**config.mk**
```make
export PLATFORM = sky130hd
export DESIGN_NAME = mby_msh_ingr_buf
export DESIGN_NICKNAME = d
export VERILOG_FILES = /design/src/rtl/mby_msh_ingr_buf.sv
export SDC_FILE = /design/constraint.sdc
export NUM_CORES = 2
export LEC_CHECK = 0
export ABC_AREA = 0
export CORE_MARGIN = 3
export CORE_UTILIZATION = 30
export DETAILED_ROUTE_END_ITERATION = 10
export PLACE_DENSITY = 0.47
export SETUP_SLACK_MARGIN = 0.15
export SYNTH_ARGS = -nofsm -noshare
export SYNTH_HDL_FRONTEND = slang
export SYNTH_SLANG_ARGS = --single-unit
```
**constraint.sdc**
```tcl
create_clock -name mclk -period 70.7 [get_ports mclk]
set_clock_uncertainty 0.15 [all_clocks]
set_input_delay 7.07 -clock mclk [delete_from_list [all_inputs] [get_ports mclk]]
set_output_delay 7.07 -clock mclk [all_outputs]
set_load 0.02 [all_outputs]
```
**src/rtl/mby_msh_ingr_buf.sv**
```systemverilog
// Mesh ingress chunk buffer: credit-governed circular FIFO feeding the node
// data path, with registered credit return and sticky overflow flag.
module mby_msh_ingr_buf #(
    parameter int CHUNK_W = 512,
    parameter int DEPTH   = 8,
    parameter int CNT_W   = $clog2(DEPTH+1)
) (
    input  logic               mclk,
    input  logic               i_reset_n,
    input  logic               i_chunk_vld,
    input  logic [CHUNK_W-1:0] i_chunk,
    output logic               o_crd_rtn,
    output logic               o_chunk_vld,
    output logic [CHUNK_W-1:0] o_chunk,
    input  logic               i_chunk_rdy,
    output logic [CNT_W-1:0]   o_occupancy,
    output logic               o_overflow,
    input  logic               i_clr_err
);

    localparam int PTR_W = $clog2(DEPTH);
    localparam logic [PTR_W-1:0] LAST = PTR_W'(DEPTH-1);
    localparam logic [CNT_W-1:0] FULL = CNT_W'(DEPTH);

    logic [CHUNK_W-1:0] mem [DEPTH];
    logic [PTR_W-1:0]   wr_ptr;
    logic [PTR_W-1:0]   rd_ptr;
    logic [CNT_W-1:0]   count;
    logic               push;
    logic               pop;
    logic               drop;

    assign pop  = (count != '0) && i_chunk_rdy;
    assign push = i_chunk_vld && ((count < FULL) || pop);
    assign drop = i_chunk_vld && !push;

    assign o_chunk_vld = (count != '0);
    assign o_chunk     = mem[rd_ptr];
    assign o_occupancy = count;

    // Storage is deliberately left out of reset.
    always_ff @(posedge mclk) begin
        if (push) begin
            mem[wr_ptr] <= i_chunk;
        end
    end

    always_ff @(posedge mclk or negedge i_reset_n) begin
        if (!i_reset_n) begin
            wr_ptr <= '0;
            rd_ptr <= '0;
        end else begin
            if (push) begin
                wr_ptr <= (wr_ptr == LAST) ? '0 : wr_ptr + 1'b1;
            end
            if (pop) begin
                rd_ptr <= (rd_ptr == LAST) ? '0 : rd_ptr + 1'b1;
            end
        end
    end

    always_ff @(posedge mclk or negedge i_reset_n) begin
        if (!i_reset_n) begin
            count <= '0;
        end else begin
            unique case (1'b1)
                push && !pop: count <= count + 1'b1;
                pop && !push: count <= count - 1'b1;
                default:      count <= count;
            endcase
        end
    end

    // Set beats clear so a drop in the clearing cycle is never lost.
    always_ff @(posedge mclk or negedge i_reset_n) begin
        if (!i_reset_n) begin
            o_crd_rtn  <= 1'b0;
            o_overflow <= 1'b0;
        end else begin
            o_crd_rtn <= pop;
            if (drop) begin
                o_overflow <= 1'b1;
            end else if (i_clr_err) begin
                o_overflow <= 1'b0;
            end
        end
    end

endmodule
```
# Word level (Yosys, flattened, before mapping)
# Memory sizes are Yosys's and may differ from the RTL's.
# Index checks and enable logic that the tools add are counted.
# W data, S select, Z words.
[totals]
reg_bits = 12
ramBits = 4096
input_bits = 517
word_cells = 31
mem_count = 1
out_inout_bits = 519
[classes]
n_eq_ne = 2
magnitude_cmp = 1
muxes = 7
add_sub_neg = 4
n_reduce_logical = 11
[memory_table]
columns = ["name", "depth", "word_bits", "read_ports", "rd_clocked_by_memory_dff", "write_ports", "line_no", "text"]
rows = [
  ["mem", 8, 512, 1, 0, 1, "25", "logic [CHUNK_W-1:0] mem [DEPTH];"],
]
[op_table]
columns = ["op", "count"]
rows = [
  ["$pmux W4 S2", 1],
  ["$add A3 B1 Y3 const B", 2],
  ["$eq A3 B3 Y1 const B", 2],
  ["$mux W3", 2],
  ["$logic_and A1 B1 Y1", 5],
  ["$add A4 B1 Y4 const B", 1],
  ["$lt A4 B4 Y1 const B", 1],
  ["$mux W1", 4],
  ["$reduce_bool A2 Y1", 2],
  ["$reduce_bool A4 Y1", 1],
  ["$sub A4 B1 Y4 const B", 1],
  ["$logic_not A1 Y1", 2],
  ["$logic_or A1 B1 Y1", 1],
]

# Longest topological paths before layout
[logic_depth]
depth_word = 7
depth_mapped = 8
ltp_nobuf = 8

# Least setup slack after synthesis
# OpenSTA, ideal clock, no wires.
[synth_path]
kind = "input-to-reg"
start = "in i_chunk_rdy"
end = "mem mem[0][0], enable pin"
n_path_buf = 0
setup_time_ns = 2.638
path_stages = 3
arrival_ns = 55.419
setup_slack_ns = 12.493
required_ns = 67.912
path_cell_list = "nand2b_1 > nand2_1 > nor4_1"
[synth_between]
elab_chain_len = 5
[synth_lines]
columns = ["element", "line_no", "text"]
rows = [
  ["from (decl)", "15", "input logic i_chunk_rdy,"],
  ["$logic_and A1 B1 Y1", "33", "assign pop = (count != '0) && i_chunk_rdy;"],
  ["$logic_or A1 B1 Y1", "34", "assign push = i_chunk_vld && ((count < FULL) || pop);"],
  ["$logic_and A1 B1 Y1", "34", ""],
  ["$mux W1", "43", "if (push) begin"],
  ["$mux W1 (not written as such)", "44", "mem[wr_ptr] <= i_chunk;"],
  ["to (decl)", "25", ""],
]
# Every way passes these cells.

# Final worst setup path
[layout_path]
start = "reg rd_ptr[0]"
end = "out o_chunk[198]"
[layout_between]
elab_chain_len = 1
[layout_lines]
columns = ["element", "line_no", "text"]
rows = [
  ["from (decl)", "27", "logic [PTR_W-1:0] rd_ptr;"],
  ["from (signal assigned)", "57", "rd_ptr <= (rd_ptr == LAST) ? '0 : rd_ptr + 1'b1;"],
  ["$mem_v2 Z8 W512", "-", ""],
  ["to (decl)", "14", "output logic [CHUNK_W-1:0] o_chunk,"],
]
# Every way passes these cells.

==> metrics.log <==
[metrics] Via density: 4.75
[metrics] Max VDD drop: 0.0346 mV
[metrics] number of endpoints with negative hold slack in the final report: 0
[metrics] Gate power share: 0.347
[metrics] total power divided by cell area: 43.7 mW/mm2
[metrics] Post-Route WL: 397,000 um
[metrics] count of buffers inserted at the top-level ports: 1,035
[metrics] Worst Hold Path Cells: 2
[metrics] commonest non-fill, non-tap cell in the layout: sky130_fd_sc_hd__edfxtp_1
[metrics] maximum fanout encountered on the critical timing path: 97
[metrics] clock root cell: sky130_fd_sc_hd__clkbuf_16
[metrics] critical path data arrival time: 8670 ps
[metrics] sequential fraction of design power: 0.379
[metrics] post-CTS setup-driven buffer insertion count: 0
[metrics] Min-Delay Path Class: reg -> reg
[metrics] count of filler cells inserted in the layout: 46,200
[metrics] total negative slack: 0 ps
[metrics] fin crit share: 0.225
[metrics] distinct cell type count of the synthesized netlist: 28
[metrics] internal reg-to-reg setup slack: 64,350 ps
[metrics] Avg Cell Area, Syn: 25.7 um2
[metrics] area of the core region: 0.510 mm2
[metrics] most used cells in the layout excluding fill and tap cells: sky130_fd_sc_hd__edfxtp_1, sky130_fd_sc_hd__clkdlybuf4s50_1, sky130_fd_sc_hd__mux4_2
[metrics] Leak Pwr: 0.0577 uW
[metrics] endpoint of the worst hold-timing path: o_overflow
[metrics] worst r2r path cells: 10
[metrics] run status: finished clean
[metrics] origin of the critical flop-to-flop path: o_occupancy[3]
[metrics] cell-internal power: 5590 uW
[metrics] vertical die dimension: 722 um
[metrics] endpoint of the most critical register-to-register path: mem[7][250]
[metrics] number of cells in the finished layout apart from fillers: 14,400
[metrics] Routed Antenna Nets: 0
[metrics] gr usage total: 0.149
[metrics] classification of the worst setup path: reg -> out
[metrics] synthesized net count: 6,513
[metrics] endpoint required time on the critical path: 63,480 ps
[metrics] post-layout utilization of the core: 0.366
[metrics] weighted congestion at the end of routability-driven global placement: 0.719
[metrics] TritonCTS clock tree: built
[metrics] number of placed cells counting well taps: 13,600
[metrics] first-pass GRT wire length: 564,000 um
[metrics] x dimension of the die: 722 um
[metrics] clock-pin slew reported for the worst setup and hold paths after clock tree synthesis: 60 ps
[metrics] via count of the first global-routing pass: 72,300
[metrics] total count of max-transition violations in the final report: 0
[metrics] worst-skew pair later-pin latency: 960 ps
[metrics] router iterations before antenna repair: 5
[metrics] flop and latch count out of synthesis: 4,108
[metrics] worst hold slack across all endpoints: 389 ps
[metrics] slew at the pin closest to its max-slew limit: 1160 ps
[metrics] maximum number of buffers from clock root to sink: 4
[metrics] RSZ-0062 raised after global routing: false
[metrics] switching part of the total power: 0.316
[metrics] Critical Path End Type: primary output
[metrics] sequential area share after synthesis: 0.801
[metrics] final setup violating endpoints: 0
[metrics] Post-synth ARST share: 0.00292
[metrics] CP Launch Type: flip-flop
[metrics] Final #Nets: 7,849
[metrics] f_max: 62.9 MHz
[metrics] Hold Crit Start: o_overflow
[metrics] slew margin rel.: 0.229
[metrics] fraction of power consumed by the clock network: 0.274
[metrics] Std-Cell Rows: 262
[metrics] antenna violations before repair: 168
[metrics] number of enable flip-flop cells after synthesis: 4,096
[metrics] Hold-fix buffers, CTS: 0
[metrics] total of warnings raised by yosys: 0
[metrics] initial drt markers: 4,717
[metrics] total via count in the routed design: 68,600
[metrics] Sinks on Clock Net: 4,108
[metrics] growth of design area from synthesis to finish: 21.4%
[metrics] residual DRC count: 0
[metrics] maximum number of pins on one net before global-route repair: 139
[metrics] post-synthesis instance area: 0.154 mm2
[metrics] top-level port count: 1,036
[metrics] synthesized instance count: 5,988
[metrics] sw power: 2580 uW
[metrics] number of max-cap violations: 0
[metrics] number of cells upsized or downsized after cts: 0
[metrics] number of levels the H-tree was split into: 5
[metrics] Starting Density: 0.302
[metrics] remaining global-route overflow: 0
[metrics] Period minus WS final: 15,890 ps
[metrics] Routed wire per std cell: 27.5 um
[metrics] primary flip-flop cell chosen by synthesis mapping: sky130_fd_sc_hd__edfxtp_1
[metrics] area of the die: 0.522 mm2
[metrics] clock buffers created by TritonCTS: 441
[metrics] Final HPWL DP: 236,000 um
[metrics] fraction of layout cells with a size suffix above 1: 0.299
cells in the mapped netlist, types with 2 or more instances:
library cell | number | area (um2)
sky130_fd_sc_hd__nand2_1 | 5 | 18.8
sky130_fd_sc_hd__nor2_1 | 5 | 18.8
sky130_fd_sc_hd__nand3_1 | 3 | 15.0
sky130_fd_sc_hd__buf_1 | 32 | 120
sky130_fd_sc_hd__ha_1 | 7 | 87.6
sky130_fd_sc_hd__dfrtp_1 | 12 | 300
sky130_fd_sc_hd__mux2_2 | 519 | 5840
sky130_fd_sc_hd__nor3_1 | 4 | 20.0
sky130_fd_sc_hd__nand2b_1 | 3 | 18.8
sky130_fd_sc_hd__buf_6 | 17 | 191
sky130_fd_sc_hd__inv_1 | 7 | 26.3
sky130_fd_sc_hd__o21ai_0 | 2 | 10.0
sky130_fd_sc_hd__mux4_2 | 1024 | 23100
sky130_fd_sc_hd__buf_2 | 113 | 566
sky130_fd_sc_hd__clkbuf_1 | 124 | 465
sky130_fd_sc_hd__edfxtp_1 | 4096 | 123000
sky130_fd_sc_hd__nor3b_1 | 3 | 22.5
sky130_fd_sc_hd__a21oi_1 | 2 | 10.0
kinds of logic (layout without fill, tap and decap cells):
family / after synthesis / count (layout) / synth area share
flip-flops: 4108 / 4108 / 0.801
XOR/XNOR: 2 / 2 / 0.000114
AND/OR/NAND/NOR: 26 / 26 / 0.000894
AO/OA/AOI/OAI: 8 / 8 / 0.000350
other: 0 / 28 / 0
adder cells (fa/ha/maj): 8 / 8 / 0.000699
buffers and inverters: 293 / 1992 / 0.00889
multiplexers: 1543 / 1543 / 0.188
power by group through the flow:
| stage | clock [uW] | combinational (uW) | sequential, uW |
|---|---|---|---|
| floorplan | 0 | 1680 | 3510 |
| global placement | 0 | 2920 | 3140 |
| detailed placement | 0 | 2910 | 3150 |
| CTS | 2310 | 2930 | 3100 |
| global route | 2410 | 3010 | 3120 |
| finish | 2240 | 2830 | 3100 |
critical path: stages (launching register included):
cell,delay [ps]
sky130_fd_sc_hd__dfrtp_4,1070
sky130_fd_sc_hd__buf_12,630
sky130_fd_sc_hd__buf_12,540
sky130_fd_sc_hd__buf_4,670
sky130_fd_sc_hd__buf_4,660
sky130_fd_sc_hd__buf_4,600
sky130_fd_sc_hd__buf_12,660
sky130_fd_sc_hd__buf_4,780
sky130_fd_sc_hd__mux4_2,580
sky130_fd_sc_hd__mux2_2,380
sky130_fd_sc_hd__clkdlybuf4s50_1,580
area by class of cell:
type / instances / area, um2 / area share
inverter: 7 / 26.3 / 0.000141
timing repair buffer: 1179 / 11700 / 0.0626
antenna: 28 / 70.1 / 0.000375
clock inverter: 274 / 2590 / 0.0139
clock buffer: 532 / 11500 / 0.0614
sequential: 4108 / 123000 / 0.660
tap: 6732 / 8420 / 0.0451
multi-input combinational: 1587 / 29300 / 0.157
stage by stage:
step	setup slack (ps)	instance area, um2	power [uW]
floorplan	12490	154000	5190
global placement	55360	173000	6050
detailed placement	55330	173000	6070
CTS	54160	187000	8350
global route	53750	187000	8540
finish	54810	187000	8170
sequential cells by signal (all words and copies together), names as in the netlist:
| name | flops |
|---|---|
| o_crd_rtn | 1 |
| mem | 4096 |
| rd_ptr | 3 |
| wr_ptr | 3 |
| o_occupancy | 4 |
| o_overflow | 1 |
per-layer routing:
metal  track usage  up-vias  share of wire
met5             0        -         0.0025
met4        0.0284      154          0.020
met3        0.0518      697          0.083
met2         0.243     1786           0.48
met1         0.194    37200           0.41
li1              -    28700              -
worst max path at each step:
| stage | from | to | slack (ps) | depth (start not counted) |
|---|---|---|---|---|
| CTS | rd_ptr[0] | o_chunk[198] | 54160 | 10 |
| floorplan | i_chunk_rdy | mem[0][0] | 12490 | 3 |
| global route | rd_ptr[0] | o_chunk[198] | 53750 | 10 |
| detailed placement | rd_ptr[0] | o_chunk[198] | 55330 | 10 |
| global placement | rd_ptr[0] | o_chunk[197] | 55360 | 10 |
| finish | rd_ptr[0] | o_chunk[198] | 54810 | 10 |
(Power assumes the default switching activity.)
